<file path="config.mk">
export PLATFORM = sky130hd
export DESIGN_NAME = uart_fifo_periph
export DESIGN_NICKNAME = d
export VERILOG_FILES = /design/src/rtl/uart_fifo_periph.sv
export SDC_FILE = /design/constraint.sdc
export NUM_CORES = 1
export LEC_CHECK = 0
export CORE_ASPECT_RATIO = 0.8
export CORE_MARGIN = 4
export CORE_UTILIZATION = 30
export CTS_BUF_LIST = sky130_fd_sc_hd__clkbuf_8
export CTS_CLUSTER_DIAMETER = 50
export DETAILED_ROUTE_END_ITERATION = 8
export DONT_BUFFER_PORTS = 1
export PLACE_DENSITY_LB_ADDON = 0.2
export SETUP_SLACK_MARGIN = 0.15
export SLEW_MARGIN = 15
export SYNTH_ARGS = -nofsm -noshare
export SYNTH_HDL_FRONTEND = slang
export SYNTH_SLANG_ARGS = --single-unit
</file>
<file path="constraint.sdc">
create_clock -name sysclk -period 8.9 [get_ports sysclk]
set_input_delay 1.78 -clock sysclk [delete_from_list [all_inputs] [get_ports sysclk]]
set_output_delay 1.78 -clock sysclk [all_outputs]
set_load 0.05 [all_outputs]
</file>
<file path="src/rtl/uart_fifo_periph.sv">
// ---------------------------------------------------------------------------
// uart_fifo_periph
//
// Memory-mapped UART channel with 16-entry TX and RX FIFOs, a programmable
// baud divisor feeding a 16x oversampling tick, configurable payload width,
// sticky clear-on-read error flags and a maskable level interrupt.
// Everything runs in the sysclk domain.
//
// Register map (byte offsets from BASE_ADDR):
//   0x00 TXD    write pushes a byte into the TX FIFO, reads 0
//   0x04 RXD    read pops the RX FIFO head (0 when empty)
//   0x08 CON    tx_en, rx_en, rx_irq_en, tx_irq_en (+ parity_en, parity_odd)
//   0x0C STATUS rx_nempty, rx_full, tx_full, tx_empty, tx_busy,
//               rx_overrun, frame_err, tx_overflow (+ parity_err)
//   0x10 DIV    baud divisor, tick period is DIV+1 sysclk cycles
//
// Ports:
//   sysclk  system clock
//   reset   synchronous active-high reset
//   rd, wr  bus read / write strobes
//   addr    bus byte address
//   wdata   bus write data
//   rdata   bus read data (combinational, 0 when rd is low)
//   rxd     serial input, asynchronous, idle high
//   txd     serial output, registered, idle high
//   irqout  registered level interrupt
//
// Optional feature: define UART_PARITY_EN to add a parity bit to both
// directions (CON bit4 parity_en, bit5 parity_odd, STATUS bit8 parity_err).
// ---------------------------------------------------------------------------

// Synchronous FIFO with a head-of-queue output.  A push while full is
// accepted only when a pop happens in the same cycle.
module uart_fifo_periph_fifo #(
   parameter int WIDTH = 8,
   parameter int DEPTH = 16
) (
   input  logic             sysclk,
   input  logic             reset,
   input  logic             push,
   input  logic             pop,
   input  logic [WIDTH-1:0] wdata,
   output logic [WIDTH-1:0] head,
   output logic             empty,
   output logic             full
);
   localparam int AW = (DEPTH > 1) ? $clog2(DEPTH) : 1;

   logic [WIDTH-1:0] mem [DEPTH];
   logic [AW-1:0]    wptr;
   logic [AW-1:0]    rptr;
   logic [AW:0]      count;
   logic             push_ok;
   logic             pop_ok;

   assign empty   = (count == '0);
   assign full    = (count == (AW+1)'(DEPTH));
   assign pop_ok  = pop & ~empty;
   assign push_ok = push & (~full | pop_ok);
   assign head    = mem[rptr];

   // Storage array is not reset; only the pointers define validity.
   always_ff @(posedge sysclk) begin
      if (push_ok) mem[wptr] <= wdata;
   end

   // Pointer and occupancy bookkeeping.
   always_ff @(posedge sysclk) begin
      if (reset) begin
         wptr  <= '0;
         rptr  <= '0;
         count <= '0;
      end else begin
         if (push_ok) wptr <= wptr + AW'(1);
         if (pop_ok)  rptr <= rptr + AW'(1);
         count <= count + {{AW{1'b0}}, push_ok} - {{AW{1'b0}}, pop_ok};
      end
   end
endmodule

module uart_fifo_periph #(
   parameter logic [31:0] BASE_ADDR  = 32'h40000018,
   parameter int          DATA_BITS  = 8,
   parameter int          FIFO_DEPTH = 16,
   parameter logic [15:0] DIV_RESET  = 16'd325
) (
   input  logic        sysclk,
   input  logic        reset,
   input  logic        rd,
   input  logic        wr,
   input  logic [31:0] addr,
   input  logic [31:0] wdata,
   output logic [31:0] rdata,
   input  logic        rxd,
   output logic        txd,
   output logic        irqout
);
`ifdef UART_PARITY_EN
   localparam int CON_W = 6;
   typedef enum logic [2:0] {TX_IDLE, TX_START, TX_DATA, TX_PARITY, TX_STOP} tx_state_t;
   typedef enum logic [2:0] {RX_IDLE, RX_START, RX_DATA, RX_PARITY, RX_STOP} rx_state_t;
`else
   localparam int CON_W = 4;
   typedef enum logic [2:0] {TX_IDLE, TX_START, TX_DATA, TX_STOP} tx_state_t;
   typedef enum logic [2:0] {RX_IDLE, RX_START, RX_DATA, RX_STOP} rx_state_t;
`endif

   logic sel_txd, sel_rxd, sel_con, sel_stat, sel_div;
   logic [CON_W-1:0] con_reg;
   logic [15:0] div_reg, tick_cnt;
   logic tick, tx_en, rx_en, rx_irq_en, tx_irq_en;
   logic tx_push, tx_pop, tx_empty, tx_full, tx_busy;
   logic rx_push_req, rx_pop, rx_empty, rx_full;
   logic [DATA_BITS-1:0] tx_head, rx_head;
   logic rx_overrun, frame_err, tx_overflow, frame_set, stat_read;
   logic [31:0] status_word;
   logic unused_bits;

   tx_state_t tx_state, tx_state_n;
   logic [DATA_BITS-1:0] tx_shift, tx_shift_n;
   logic [3:0] tx_tcnt, tx_tcnt_n;
   logic [2:0] tx_bcnt, tx_bcnt_n;
   logic tx_bit_end, tx_load, txd_n;

   rx_state_t rx_state, rx_state_n;
   logic [DATA_BITS-1:0] rx_shift, rx_shift_n;
   logic [3:0] rx_tcnt, rx_tcnt_n;
   logic [2:0] rx_bcnt, rx_bcnt_n;
   logic rx_sync1, rx_bit, rx_mid, rx_bit_end;

`ifdef UART_PARITY_EN
   logic parity_en, parity_odd, parity_err, parity_set;
   logic tx_par, tx_par_n, rx_par_bad, rx_par_bad_n;
   assign parity_en  = con_reg[4];
   assign parity_odd = con_reg[5];
`endif

   assign unused_bits = &{1'b0, wdata[31:16]};

   assign sel_txd  = (addr == BASE_ADDR);
   assign sel_rxd  = (addr == BASE_ADDR + 32'h4);
   assign sel_con  = (addr == BASE_ADDR + 32'h8);
   assign sel_stat = (addr == BASE_ADDR + 32'hC);
   assign sel_div  = (addr == BASE_ADDR + 32'h10);

   assign tx_en     = con_reg[0];
   assign rx_en     = con_reg[1];
   assign rx_irq_en = con_reg[2];
   assign tx_irq_en = con_reg[3];

   assign tx_push   = wr & sel_txd;
   assign rx_pop    = rd & sel_rxd;
   assign stat_read = rd & sel_stat;
   assign tx_busy   = (tx_state != TX_IDLE);

   uart_fifo_periph_fifo #(.WIDTH(DATA_BITS), .DEPTH(FIFO_DEPTH)) u_tx_fifo (
      .sysclk(sysclk), .reset(reset), .push(tx_push), .pop(tx_pop),
      .wdata(wdata[DATA_BITS-1:0]), .head(tx_head), .empty(tx_empty), .full(tx_full)
   );

   uart_fifo_periph_fifo #(.WIDTH(DATA_BITS), .DEPTH(FIFO_DEPTH)) u_rx_fifo (
      .sysclk(sysclk), .reset(reset), .push(rx_push_req), .pop(rx_pop),
      .wdata(rx_shift_n), .head(rx_head), .empty(rx_empty), .full(rx_full)
   );

   // Control and divisor registers.
   always_ff @(posedge sysclk) begin
      if (reset) begin
         con_reg <= '0;
         div_reg <= DIV_RESET;
      end else begin
         if (wr && sel_con) con_reg <= wdata[CON_W-1:0];
         if (wr && sel_div) div_reg <= wdata[15:0];
      end
   end

   // Oversampling tick: counter wraps at DIV, restarting whenever DIV is
   // rewritten so a smaller divisor never leaves the counter above it.
   assign tick = (tick_cnt == div_reg);
   always_ff @(posedge sysclk) begin
      if (reset || (wr && sel_div) || tick) tick_cnt <= '0;
      else                                  tick_cnt <= tick_cnt + 16'd1;
   end

   // TX next-state logic.  A new byte is loaded on a tick either from IDLE
   // or at the end of STOP, so queued bytes go out with no idle gap.
   // txd is registered from the next-state view so it lines up with state.
   assign tx_bit_end = tick & (tx_tcnt == 4'd15);
   assign tx_load = tick & tx_en & ~tx_empty &
                    ((tx_state == TX_IDLE) | ((tx_state == TX_STOP) & tx_bit_end));
   always_comb begin
      tx_state_n = tx_state;
      tx_shift_n = tx_shift;
      tx_bcnt_n  = tx_bcnt;
      tx_tcnt_n  = tick ? tx_tcnt + 4'd1 : tx_tcnt;
      tx_pop     = 1'b0;
`ifdef UART_PARITY_EN
      tx_par_n   = tx_par;
`endif
      case (tx_state)
         TX_IDLE:  tx_tcnt_n = '0;
         TX_START: if (tx_bit_end) tx_state_n = TX_DATA;
         TX_DATA: begin
            if (tx_bit_end) begin
               tx_shift_n = tx_shift >> 1;
               if (tx_bcnt == 3'(DATA_BITS-1)) begin
`ifdef UART_PARITY_EN
                  tx_state_n = parity_en ? TX_PARITY : TX_STOP;
`else
                  tx_state_n = TX_STOP;
`endif
               end else begin
                  tx_bcnt_n = tx_bcnt + 3'd1;
               end
            end
         end
`ifdef UART_PARITY_EN
         TX_PARITY: if (tx_bit_end) tx_state_n = TX_STOP;
`endif
         TX_STOP:  if (tx_bit_end) tx_state_n = TX_IDLE;
         default:  tx_state_n = TX_IDLE;
      endcase
      if (tx_load) begin
         tx_pop     = 1'b1;
         tx_shift_n = tx_head;
         tx_bcnt_n  = '0;
         tx_tcnt_n  = '0;
         tx_state_n = TX_START;
`ifdef UART_PARITY_EN
         tx_par_n   = (^tx_head) ^ parity_odd;
`endif
      end
      case (tx_state_n)
         TX_START: txd_n = 1'b0;
         TX_DATA:  txd_n = tx_shift_n[0];
`ifdef UART_PARITY_EN
         TX_PARITY: txd_n = tx_par_n;
`endif
         default:  txd_n = 1'b1;
      endcase
   end

   // TX state register.
   always_ff @(posedge sysclk) begin
      if (reset) begin
         tx_state <= TX_IDLE;
         tx_shift <= '0;
         tx_tcnt  <= '0;
         tx_bcnt  <= '0;
         txd      <= 1'b1;
`ifdef UART_PARITY_EN
         tx_par   <= 1'b0;
`endif
      end else begin
         tx_state <= tx_state_n;
         tx_shift <= tx_shift_n;
         tx_tcnt  <= tx_tcnt_n;
         tx_bcnt  <= tx_bcnt_n;
         txd      <= txd_n;
`ifdef UART_PARITY_EN
         tx_par   <= tx_par_n;
`endif
      end
   end

   // Two-flop synchroniser for the asynchronous serial input.
   always_ff @(posedge sysclk) begin
      if (reset) begin
         rx_sync1 <= 1'b1;
         rx_bit   <= 1'b1;
      end else begin
         rx_sync1 <= rxd;
         rx_bit   <= rx_sync1;
      end
   end

   // RX next-state logic.  The START state realigns the tick count to
   // mid-bit, so every later sample falls 16 ticks apart in bit centres.
   // Dropping rx_en forces IDLE and suppresses any push.
   assign rx_mid     = tick & (rx_tcnt == 4'd7);
   assign rx_bit_end = tick & (rx_tcnt == 4'd15);
   always_comb begin
      rx_state_n  = rx_state;
      rx_shift_n  = rx_shift;
      rx_bcnt_n   = rx_bcnt;
      rx_tcnt_n   = tick ? rx_tcnt + 4'd1 : rx_tcnt;
      rx_push_req = 1'b0;
      frame_set   = 1'b0;
`ifdef UART_PARITY_EN
      rx_par_bad_n = rx_par_bad;
      parity_set   = 1'b0;
`endif
      if (!rx_en) begin
         rx_state_n = RX_IDLE;
         rx_tcnt_n  = '0;
      end else begin
         case (rx_state)
            RX_IDLE: begin
               rx_tcnt_n = '0;
               if (!rx_bit) begin
                  rx_state_n = RX_START;
                  rx_bcnt_n  = '0;
`ifdef UART_PARITY_EN
                  rx_par_bad_n = 1'b0;
`endif
               end
            end
            RX_START: begin
               if (rx_mid) begin
                  rx_tcnt_n  = '0;
                  rx_state_n = rx_bit ? RX_IDLE : RX_DATA;
               end
            end
            RX_DATA: begin
               if (rx_bit_end) begin
                  rx_shift_n = {rx_bit, rx_shift[DATA_BITS-1:1]};
                  if (rx_bcnt == 3'(DATA_BITS-1)) begin
`ifdef UART_PARITY_EN
                     rx_state_n = parity_en ? RX_PARITY : RX_STOP;
`else
                     rx_state_n = RX_STOP;
`endif
                  end else begin
                     rx_bcnt_n = rx_bcnt + 3'd1;
                  end
               end
            end
`ifdef UART_PARITY_EN
            RX_PARITY: begin
               if (rx_bit_end) begin
                  rx_par_bad_n = rx_bit ^ (^rx_shift) ^ parity_odd;
                  rx_state_n   = RX_STOP;
               end
            end
`endif
            RX_STOP: begin
               if (rx_bit_end) begin
                  rx_state_n = RX_IDLE;
                  if (rx_bit) begin
`ifdef UART_PARITY_EN
                     if (rx_par_bad) parity_set  = 1'b1;
                     else            rx_push_req = 1'b1;
`else
                     rx_push_req = 1'b1;
`endif
                  end else begin
                     frame_set = 1'b1;
                  end
               end
            end
            default: rx_state_n = RX_IDLE;
         endcase
      end
   end

   // RX state register.
   always_ff @(posedge sysclk) begin
      if (reset) begin
         rx_state <= RX_IDLE;
         rx_shift <= '0;
         rx_tcnt  <= '0;
         rx_bcnt  <= '0;
`ifdef UART_PARITY_EN
         rx_par_bad <= 1'b0;
`endif
      end else begin
         rx_state <= rx_state_n;
         rx_shift <= rx_shift_n;
         rx_tcnt  <= rx_tcnt_n;
         rx_bcnt  <= rx_bcnt_n;
`ifdef UART_PARITY_EN
         rx_par_bad <= rx_par_bad_n;
`endif
      end
   end

   // Sticky error flags: a set event outranks the clear-on-read.
   always_ff @(posedge sysclk) begin
      if (reset) begin
         rx_overrun  <= 1'b0;
         frame_err   <= 1'b0;
         tx_overflow <= 1'b0;
`ifdef UART_PARITY_EN
         parity_err  <= 1'b0;
`endif
      end else begin
         rx_overrun  <= (rx_push_req & rx_full & ~(rx_pop & ~rx_empty)) | (rx_overrun & ~stat_read);
         frame_err   <= frame_set | (frame_err & ~stat_read);
         tx_overflow <= (tx_push & tx_full & ~tx_pop) | (tx_overflow & ~stat_read);
`ifdef UART_PARITY_EN
         parity_err  <= parity_set | (parity_err & ~stat_read);
`endif
      end
   end

   // Interrupt is registered, so it trails its cause by one cycle.
   always_ff @(posedge sysclk) begin
      if (reset) irqout <= 1'b0;
      else       irqout <= (rx_irq_en & ~rx_empty) | (tx_irq_en & tx_empty & ~tx_busy);
   end

`ifdef UART_PARITY_EN
   assign status_word = {23'd0, parity_err, tx_overflow, frame_err, rx_overrun,
                         tx_busy, tx_empty, tx_full, rx_full, ~rx_empty};
`else
   assign status_word = {24'd0, tx_overflow, frame_err, rx_overrun,
                         tx_busy, tx_empty, tx_full, rx_full, ~rx_empty};
`endif

   // Combinational read mux; TXD and unmapped addresses read as zero.
   always_comb begin
      rdata = '0;
      if (rd) begin
         if (sel_rxd && !rx_empty) rdata = 32'(rx_head);
         if (sel_con)              rdata = 32'(con_reg);
         if (sel_stat)             rdata = status_word;
         if (sel_div)              rdata = {16'd0, div_reg};
      end
   end
endmodule

</file>
==> impl_metrics.env, run 1 <==
export IMPL_status="complete, no violations"
export IMPL_synthFlopType="edfxtp_1"
export IMPL_ys_warn_count=0
export IMPL_dieWidth_um=262
export IMPL_path_delay_family="simple AND/OR/NAND/NOR gates"
export IMPL_syn_to_final_growth_pct=11.4
export IMPL_final_common_cell="edfxtp_1"
export IMPL_ir_drop_v=0.000123
export IMPL_async_reset_ff_frac=0
export IMPL_rr_worst_depth=13
export IMPL_path_buf_inv=0
export IMPL_postRouteAntennaNets=0
export IMPL_design_core_area_um2=51100
export IMPL_crit_end="rdata[13]"
export IMPL_avgSynthCellArea_um2=15.0
export IMPL_cpMaxStageDelayCell="nor2_1"
export IMPL_synth_edf_count=256
export IMPL_overflow=0
export IMPL_critPathRequiredTime_ps=7120
export IMPL_vias=8499
export IMPL_min_period_over_period=0.667
export IMPL_cts_setup_buffers=0
export IMPL_use_met2=0.179
export IMPL_rows=74
export IMPL_post_drt_wl_per_cell_um=19.8
export IMPL_max_freq_mhz=169
export IMPL_use_met1=0.198
export IMPL_hold_class="reg2reg"
export IMPL_r2r_start="div_reg[14]$_SDFFE_PP0P_"
export IMPL_cts_hold_buf=0
export IMPL_hold_ws_ps=416
export IMPL_synth_distinct_cells=64
export IMPL_relSlewSlack=0.348
export IMPL_cp_depth=7
export IMPL_layout_min_cycle_time_ps=5930
export IMPL_reg_top3="u_rx_fifo.mem (128), u_tx_fifo.mem (128)"
export IMPL_tightest_slew_ps=980
export IMPL_finalPower_uw=3230
export IMPL_utilization=0.338
export IMPL_p_leak_uw=0.00623
export IMPL_h_tree_depth=2
export IMPL_remaining_drc_errors=0
export IMPL_port_buffers=0
export IMPL_viasPerCell=4.74
export IMPL_fill_cells=4978
export IMPL_final_nets=1158
export IMPL_grt_pass1_wl_mm=54.5
export IMPL_cts_sinks=368
export IMPL_critical_path_max_fanout=8
export IMPL_critPathLaunchType="input pin"
export IMPL_fin_worst_skew_ps=58.7
export IMPL_rsz0062_at_grt="false"
export IMPL_syn_inst=1034
export IMPL_wl_mm=35.5
export IMPL_insertion_delay_ps=680
export IMPL_hpwl_mm=23.5
export IMPL_final_layout_size_suffix_gt1_frac=0.173
export IMPL_timing_rr_end="u_tx_fifo.count[4]$_SDFF_PP0_"
export IMPL_start_util=0.304
export IMPL_grt_start_max_net_pins=83
export IMPL_powerDensity_nw_per_um2=186
export IMPL_clock_path_buffers=3
export IMPL_reg2reg_slack_ps=4910
export IMPL_track_usage=0.128
export IMPL_arrival_ps=4150
export IMPL_synth_seq_area_share=0.640
export IMPL_cts_root_buf="clkbuf_8"
export IMPL_cp_common_cell="nor2_1"
export IMPL_grt_pass1_vias=8485
export IMPL_dieHeight_um=211
export IMPL_setup_viol=0
export IMPL_seq_area_um2=9930
export IMPL_numCtsBuffers=61
export IMPL_io_pins=103
export IMPL_grt_busiest_layer="met1"
export IMPL_synth_area_um2=15500
export IMPL_critPathLaunch="addr[13]"
export IMPL_cts_resized_gates=0
export IMPL_final_hold_violation_count=0
export IMPL_endpoint_kind="output pin"
export IMPL_globalplace_congestion=0.767
export IMPL_cts_tree="done"
export IMPL_ys_seq_elements=368
export IMPL_slowest_delay_ps=580
export IMPL_multiInputGateArea_um2=5190
export IMPL_cap_viol_max_count=0
export IMPL_final_cell_mix="256 x edfxtp_1, 110 x dfxtp_1, 99 x nor2_1"
export IMPL_fp_dieArea_um2=55500
export IMPL_critical_path_class="in2out"
export IMPL_drt_initial_drc_count=600
export IMPL_first_pass_iters=4
export IMPL_slew_viol_final=0
export IMPL_antenna_found_initial=3
export IMPL_crit_chain="nor4b_2, nand4_1, nor2_1, and3b_1, nand2_1, nor2_1, and2_1"
export IMPL_grtUsageMet3=0.0271
export IMPL_path_clk_slew_ps=60
export IMPL_tns_ps=0
-- synth_stat cells (all sizes together) (10+ instances only) --
master / n / area [um^2]
nor2b: 19 / 119
a21oi: 29 / 145
and2: 17 / 106
ha: 29 / 363
mux2i: 32 / 320
nand4: 12 / 75.1
edfxtp: 256 / 7690
dfxtp: 112 / 2240
xnor2: 16 / 140
xor2: 36 / 315
nor3: 12 / 71.3
and3: 33 / 206
nand3: 20 / 110
clkbuf: 27 / 101
buf: 35 / 233
nor4: 10 / 87.6
nand2: 28 / 105
nor2: 100 / 378
inv: 41 / 154
mux4: 79 / 1780
-- layout make-up --
class | count | area share
flip-flops and latches | 368 | 0.574
multi-input cells | 579 | 0.300
well taps | 684 | 0.0495
clock buffers | 62 | 0.0493
clock inverters | 50 | 0.0149
inverters | 41 | 0.00890
repair buffers | 7 | 0.00304
diodes | 1 | 0.000145
-- how the worst min path moves through the flow --
stage | start | to | slack [ps] | cells after the start
floorplan | rx_sync1$_SDFF_PP1_ | rx_bit$_SDFF_PP1_ | 390 | 1
global placement | rx_sync1$_SDFF_PP1_ | rx_bit$_SDFF_PP1_ | 410 | 1
detailed placement | rx_sync1$_SDFF_PP1_ | rx_bit$_SDFF_PP1_ | 410 | 1
CTS | rx_sync1$_SDFF_PP1_ | rx_bit$_SDFF_PP1_ | 420 | 1
global route | rx_sync1$_SDFF_PP1_ | rx_bit$_SDFF_PP1_ | 430 | 1
finish | rx_sync1$_SDFF_PP1_ | rx_bit$_SDFF_PP1_ | 420 | 1
-- cells by family after synthesis --
| family | share of synthesized area |
|---|---|
| compound gates | 0.0370 |
| xor+xnor | 0.0293 |
| fa+ha+maj | 0.0260 |
| buf+inv | 0.0314 |
| flops | 0.640 |
| mux | 0.141 |
| other cells | 0.000242 |
| simple gates | 0.0954 |
-- per-stage QoR --
step | cells | setup slack, ps | instance area [um^2]
global route | 1791 | 2740 | 17300
floorplan | 1050 | 3100 | 15600
CTS | 1791 | 2900 | 17300
global placement | 1679 | 3020 | 16200
finish | 1792 | 2970 | 17300
detailed placement | 1679 | 2910 | 16200
-- where the power goes --
| group | leakage (uW) | internal [uW] | switching [uW] |
|---|---|---|---|
| Clock | 0.000647 | 682 | 694 |
| Sequential | 0.00354 | 1820 | 2.50 |
| Combinational | 0.00204 | 5.36 | 21.5 |
-- per-layer routing --
| layer | routed length (um) | share of wire |
|---|---|---|
| met3 | 2240 | 0.063 |
| met4 | 729 | 0.021 |
| met1 | 18000 | 0.51 |
| met2 | 14600 | 0.41 |
| met5 | 0 | 0 |
No activity file was read; power rests on OpenSTA's default activity.
==> inputs of run 2 (changes only) <==
==> constraint.sdc (replaced) <==
create_clock -name sysclk -period 5.62 [get_ports sysclk]
set_input_delay 1.124 -clock sysclk [delete_from_list [all_inputs] [get_ports sysclk]]
set_output_delay 1.124 -clock sysclk [all_outputs]
set_load 0.05 [all_outputs]
==> impl_metrics.env, run 2 (synthesis results as in run 1) <==
export IMPL_critPathLaunchType="flop"
export IMPL_dieWidth_um=262
export IMPL_cts_setup_buffers=0
export IMPL_design_core_area_um2=51100
export IMPL_final_layout_size_suffix_gt1_frac=0.172
export IMPL_min_period_over_period=0.839
export IMPL_grt_pass1_wl_mm=53.9
export IMPL_grtUsageMet3=0.0339
export IMPL_layout_min_cycle_time_ps=4710
export IMPL_final_hold_violation_count=0
export IMPL_final_nets=1162
export IMPL_comb_power_share=0.008
export IMPL_cts_root_buf="clkbuf_8"
export IMPL_start_util=0.304
export IMPL_swShare=0.218
export IMPL_postRouteAntennaNets=0
export IMPL_relSlewSlack=0.404
export IMPL_globalplace_congestion=0.791
export IMPL_insertion_delay_ps=670
export IMPL_rows=74
export IMPL_p_seq_frac=0.561
export IMPL_slew_viol_final=0
export IMPL_cap_viol_max_count=0
export IMPL_tns_ps=0
export IMPL_port_buffers=0
export IMPL_status="complete, no violations"
export IMPL_cts_sinks=368
export IMPL_hpwl_mm=24.0
export IMPL_max_freq_mhz=212
export IMPL_power_internal_uw=4020
export IMPL_final_cell_mix="256 x edfxtp_1, 110 x dfxtp_1, 99 x nor2_1"
export IMPL_track_usage=0.127
export IMPL_placed_area_um2=16200
export IMPL_critPathRequiredTime_ps=4500
export IMPL_grt_pass1_vias=8611
export IMPL_overflow=0
export IMPL_seq_area_um2=9930
export IMPL_grt_busiest_layer="met1"
export IMPL_syn_to_final_growth_pct=11.7
export IMPL_critical_path_max_fanout=18
export IMPL_dp_cells=1683
export IMPL_antenna_found_initial=0
export IMPL_hold_class="reg2reg"
export IMPL_tightest_slew_ps=889
export IMPL_arrival_ps=3590
export IMPL_clock_path_buffers=3
export IMPL_viasPerCell=4.73
export IMPL_drt_initial_drc_count=523
export IMPL_vias=8489
export IMPL_use_met2=0.181
export IMPL_instances_no_fill=1795
export IMPL_critical_path_class="reg2out"
export IMPL_use_met1=0.190
export IMPL_fill_cells=4980
export IMPL_cts_tree="done"
export IMPL_ir_drop_v=0.000146
export IMPL_fp_dieArea_um2=55500
export IMPL_cts_resized_gates=0
export IMPL_p_switching_uw=1120
export IMPL_dieHeight_um=211
export IMPL_multiInputGateArea_um2=5190
export IMPL_path_clk_slew_ps=60
export IMPL_post_drt_wl_per_cell_um=19.8
export IMPL_finalPower_uw=5140
export IMPL_wl_mm=35.5
export IMPL_powerDensity_nw_per_um2=297
export IMPL_first_pass_iters=7
export IMPL_grt_start_max_net_pins=83
export IMPL_p_leak_uw=0.00626
export IMPL_numCtsBuffers=61
export IMPL_setup_viol=0
export IMPL_endpoint_kind="output pin"
export IMPL_remaining_drc_errors=0
export IMPL_clkPwrFrac=0.431
export IMPL_io_pins=103
export IMPL_worst_slack_ps=907
export IMPL_reg_top3="u_rx_fifo.mem (128), u_tx_fifo.mem (128)"
export IMPL_fin_worst_skew_ps=46.2
export IMPL_h_tree_depth=2
export IMPL_postLayoutCellArea_um2=17300
export IMPL_cts_hold_buf=0
export IMPL_pre_cts_ws_ps=1030
export IMPL_rsz0062_at_grt="false"
export IMPL_final_common_cell="edfxtp_1"
run 2: cell count changes in the layout (fill, tap and decap cells not counted), sizes merged:
cell,delta
buf,+4
bufinv,+1
clkinvlp,-1
clkinv,-2
clkbuf,+1
run 2: critical path: stages, from the launching register on:
cell and delay, ps:
dfxtp_2 790, buf_4 440, mux4_2 610, mux4_2 540, inv_1 80, o22ai_1 100
o211a_1 350
run 2: worst paths after layout:
kind                           start  cells past startpoint                             to  slack (ps)
max                             flop                      6                       rdata[1]         910
min              rx_sync1$_SDFF_PP1_                      1              rx_bit$_SDFF_PP1_         420
max reg2reg  div_reg[3]$_SDFFE_PP0P_                     13  u_tx_fifo.count[4]$_SDFF_PP0_        1560
min reg2reg      rx_sync1$_SDFF_PP1_                      1              rx_bit$_SDFF_PP1_         420
run 2: through the flow:
| step | util | hold slack [ps] |
|---|---|---|
| global placement | 0.317 | 404 |
| CTS | 0.339 | 422 |
| floorplan | - | 389 |
| global route | 0.339 | 431 |
| finish | 0.339 | 421 |
| detailed placement | 0.317 | 406 |
run 2: power by group through the flow:
stage	sequential [uW]	combinational [uW]	clock [uW]
6_report	2890	42.3	2210
5_1_grt	2880	44.9	2440
4_1_cts	2890	42.2	2300
3_5_place_dp	2940	42.1	0
3_3_place_gp	2940	42.3	0
2_1_floorplan	2940	56.7	0
run 2: final cells by class:
| cell class | count | area share |
|---|---|---|
| sequential | 368 | 0.573 |
| multi-input combinational | 579 | 0.299 |
| clock buffer | 63 | 0.0500 |
| tap | 684 | 0.0494 |
| clock inverter | 48 | 0.0149 |
| inverter | 41 | 0.00887 |
| timing repair buffer | 11 | 0.00476 |
| antenna | 1 | 0.000144 |
run 2: routing by layer:
metal | routed length [um] | up-vias
met2 | 14700 | 216
met3 | 2100 | 60
met5 | 0 | -
met4 | 722 | 0
met1 | 18000 | 4278
li1 | - | 3935
==> inputs of run 3 (changes only) <==
==> constraint.sdc (replaced) <==
create_clock -name sysclk -period 4.4 [get_ports sysclk]
set_input_delay 0.88 -clock sysclk [delete_from_list [all_inputs] [get_ports sysclk]]
set_output_delay 0.88 -clock sysclk [all_outputs]
set_load 0.05 [all_outputs]
==> impl_metrics.env, run 3 (synthesis results as in run 1) <==
export IMPL_status="complete, no violations"
export IMPL_rr_worst_depth=15
export IMPL_design_core_area_um2=51100
export IMPL_path_clk_slew_ps=60
export IMPL_tns_ps=0
export IMPL_postRouteAntennaNets=0
export IMPL_cp_depth=6
export IMPL_reg2reg_slack_ps=740
export IMPL_insertion_delay_ps=610
export IMPL_worst_slack_ps=351
export IMPL_critPathLaunchType="flop"
export IMPL_slew_viol_final=0
export IMPL_crit_chain="mux4_2, mux4_2, nor2b_1, a211oi_1, o32ai_2, buf_4"
export IMPL_hold_start="reset"
export IMPL_final_cell_mix="256 x edfxtp_1, 110 x dfxtp_1, 99 x nor2_1"
export IMPL_cap_viol_max_count=0
export IMPL_timing_rr_end="u_rx_fifo.count[4]$_SDFF_PP0_"
export IMPL_grt_start_max_net_pins=83
export IMPL_dieWidth_um=262
export IMPL_numCtsBuffers=67
export IMPL_remaining_drc_errors=0
export IMPL_hold_depth=1
export IMPL_path_buf_inv=1
export IMPL_post_drt_wl_per_cell_um=19.8
export IMPL_port_buffers=0
export IMPL_rsz0062_at_grt="false"
export IMPL_cpMaxStageDelayCell="dfxtp_2"
export IMPL_final_hold_violation_count=0
export IMPL_rows=74
export IMPL_hold_class="in2reg"
export IMPL_first_pass_iters=4
export IMPL_wl_mm=35.9
export IMPL_start_util=0.304
export IMPL_pre_cts_ws_ps=433
export IMPL_critical_path_class="reg2out"
export IMPL_cts_tree="done"
export IMPL_arrival_ps=3170
export IMPL_reg_top3="u_rx_fifo.mem (128), u_tx_fifo.mem (128)"
export IMPL_viasPerCell=4.73
export IMPL_cts_sinks=368
export IMPL_relSlewSlack=0.387
export IMPL_antenna_found_initial=0
export IMPL_cp_common_cell="mux4_2"
export IMPL_overflow=0
export IMPL_path_delay_family="multiplexers"
export IMPL_track_usage=0.129
export IMPL_final_layout_size_suffix_gt1_frac=0.190
export IMPL_min_period_over_period=0.920
export IMPL_fin_worst_skew_ps=22.2
export IMPL_final_nets=1184
export IMPL_clock_path_buffers=3
export IMPL_ir_drop_v=0.000178
export IMPL_powerDensity_nw_per_um2=381
export IMPL_critical_path_max_fanout=12
export IMPL_globalplace_congestion=0.759
export IMPL_setup_viol=0
export IMPL_syn_to_final_growth_pct=13.0
export IMPL_tightest_slew_ps=918
export IMPL_critPathRequiredTime_ps=3520
export IMPL_endpoint_kind="output pin"
export IMPL_hpwl_mm=24.0
export IMPL_vias=8597
export IMPL_final_common_cell="edfxtp_1"
export IMPL_h_tree_depth=3
export IMPL_dieHeight_um=211
export IMPL_grt_pass1_wl_mm=54.2
export IMPL_n_antenna_cell=0
export IMPL_fp_dieArea_um2=55500
export IMPL_fill_cells=4927
export IMPL_grt_pass1_vias=8583
export IMPL_layout_min_cycle_time_ps=4050
export IMPL_r2r_start="u_rx_fifo.count[3]$_SDFF_PP0_"
export IMPL_cts_setup_buffers=0
export IMPL_cts_resized_gates=0
export IMPL_p_leak_uw=0.00639
export IMPL_cts_root_buf="clkbuf_8"
export IMPL_io_pins=103
export IMPL_slowest_delay_ps=650
export IMPL_cts_hold_buf=0
export IMPL_drt_initial_drc_count=522
export IMPL_max_freq_mhz=247
run 3: changes by cell type in the layout (fill, tap and decap cells not counted), moves of 3 or more:
cell and change:
clkinvlp_4 +3, clkinv_1 -7, clkbuf_8 +8, inv_1 +3
buf_4 +15
run 3: worst max-delay path by stage:
stage,slack (ps),endpoint
2_1_floorplan,400,rdata[0]
3_3_place_gp,470,rdata[12]
3_5_place_dp,430,rdata[11]
4_1_cts,230,rdata[1]
5_1_grt,170,rdata[4]
6_report,350,rdata[0]
run 3: where the power goes:
| part | internal [uW] | switching (uW) | leakage (uW) |
|---|---|---|---|
| sequential | 3680 | 5.23 | 0.00354 |
| combinational | 10.8 | 43.5 | 0.00215 |
| clock | 1550 | 1400 | 0.000700 |
run 3: per-stage QoR:
step | hold slack, ps | cell area [um^2] | power (uW) | std cells | utilization
2_1_floorplan | 389 | 15600 | 3830 | 1050 | -
3_5_place_dp | 417 | 16300 | 3810 | 1699 | 0.320
6_report | 358 | 17500 | 6680 | 1816 | 0.343
4_1_cts | 304 | 17500 | 6810 | 1816 | 0.343
5_1_grt | 300 | 17500 | 6960 | 1816 | 0.343
3_3_place_gp | 405 | 16300 | 3810 | 1699 | 0.320
run 3: metal layers:
| metal | wire length, um | vias to the layer above | part of all wire | track usage |
|---|---|---|---|---|
| li1 | - | 3989 | - | - |
| met1 | 18300 | 4293 | 0.51 | 0.193 |
| met2 | 14700 | 241 | 0.41 | 0.182 |
| met3 | 2050 | 74 | 0.057 | 0.0316 |
| met4 | 923 | 0 | 0.026 | 0.0453 |
| met5 | 0 | - | 0 | 0 |
run 3: final cells by class:
class                      instances  area, um^2  area share
sequential                       368        9930       0.566
multi-input combinational        579        5180       0.295
clock buffer                      71         977      0.0557
tap                              684         856      0.0488
clock inverter                    46         221      0.0126
timing repair buffer              27         215      0.0123
inverter                          41         154     0.00878
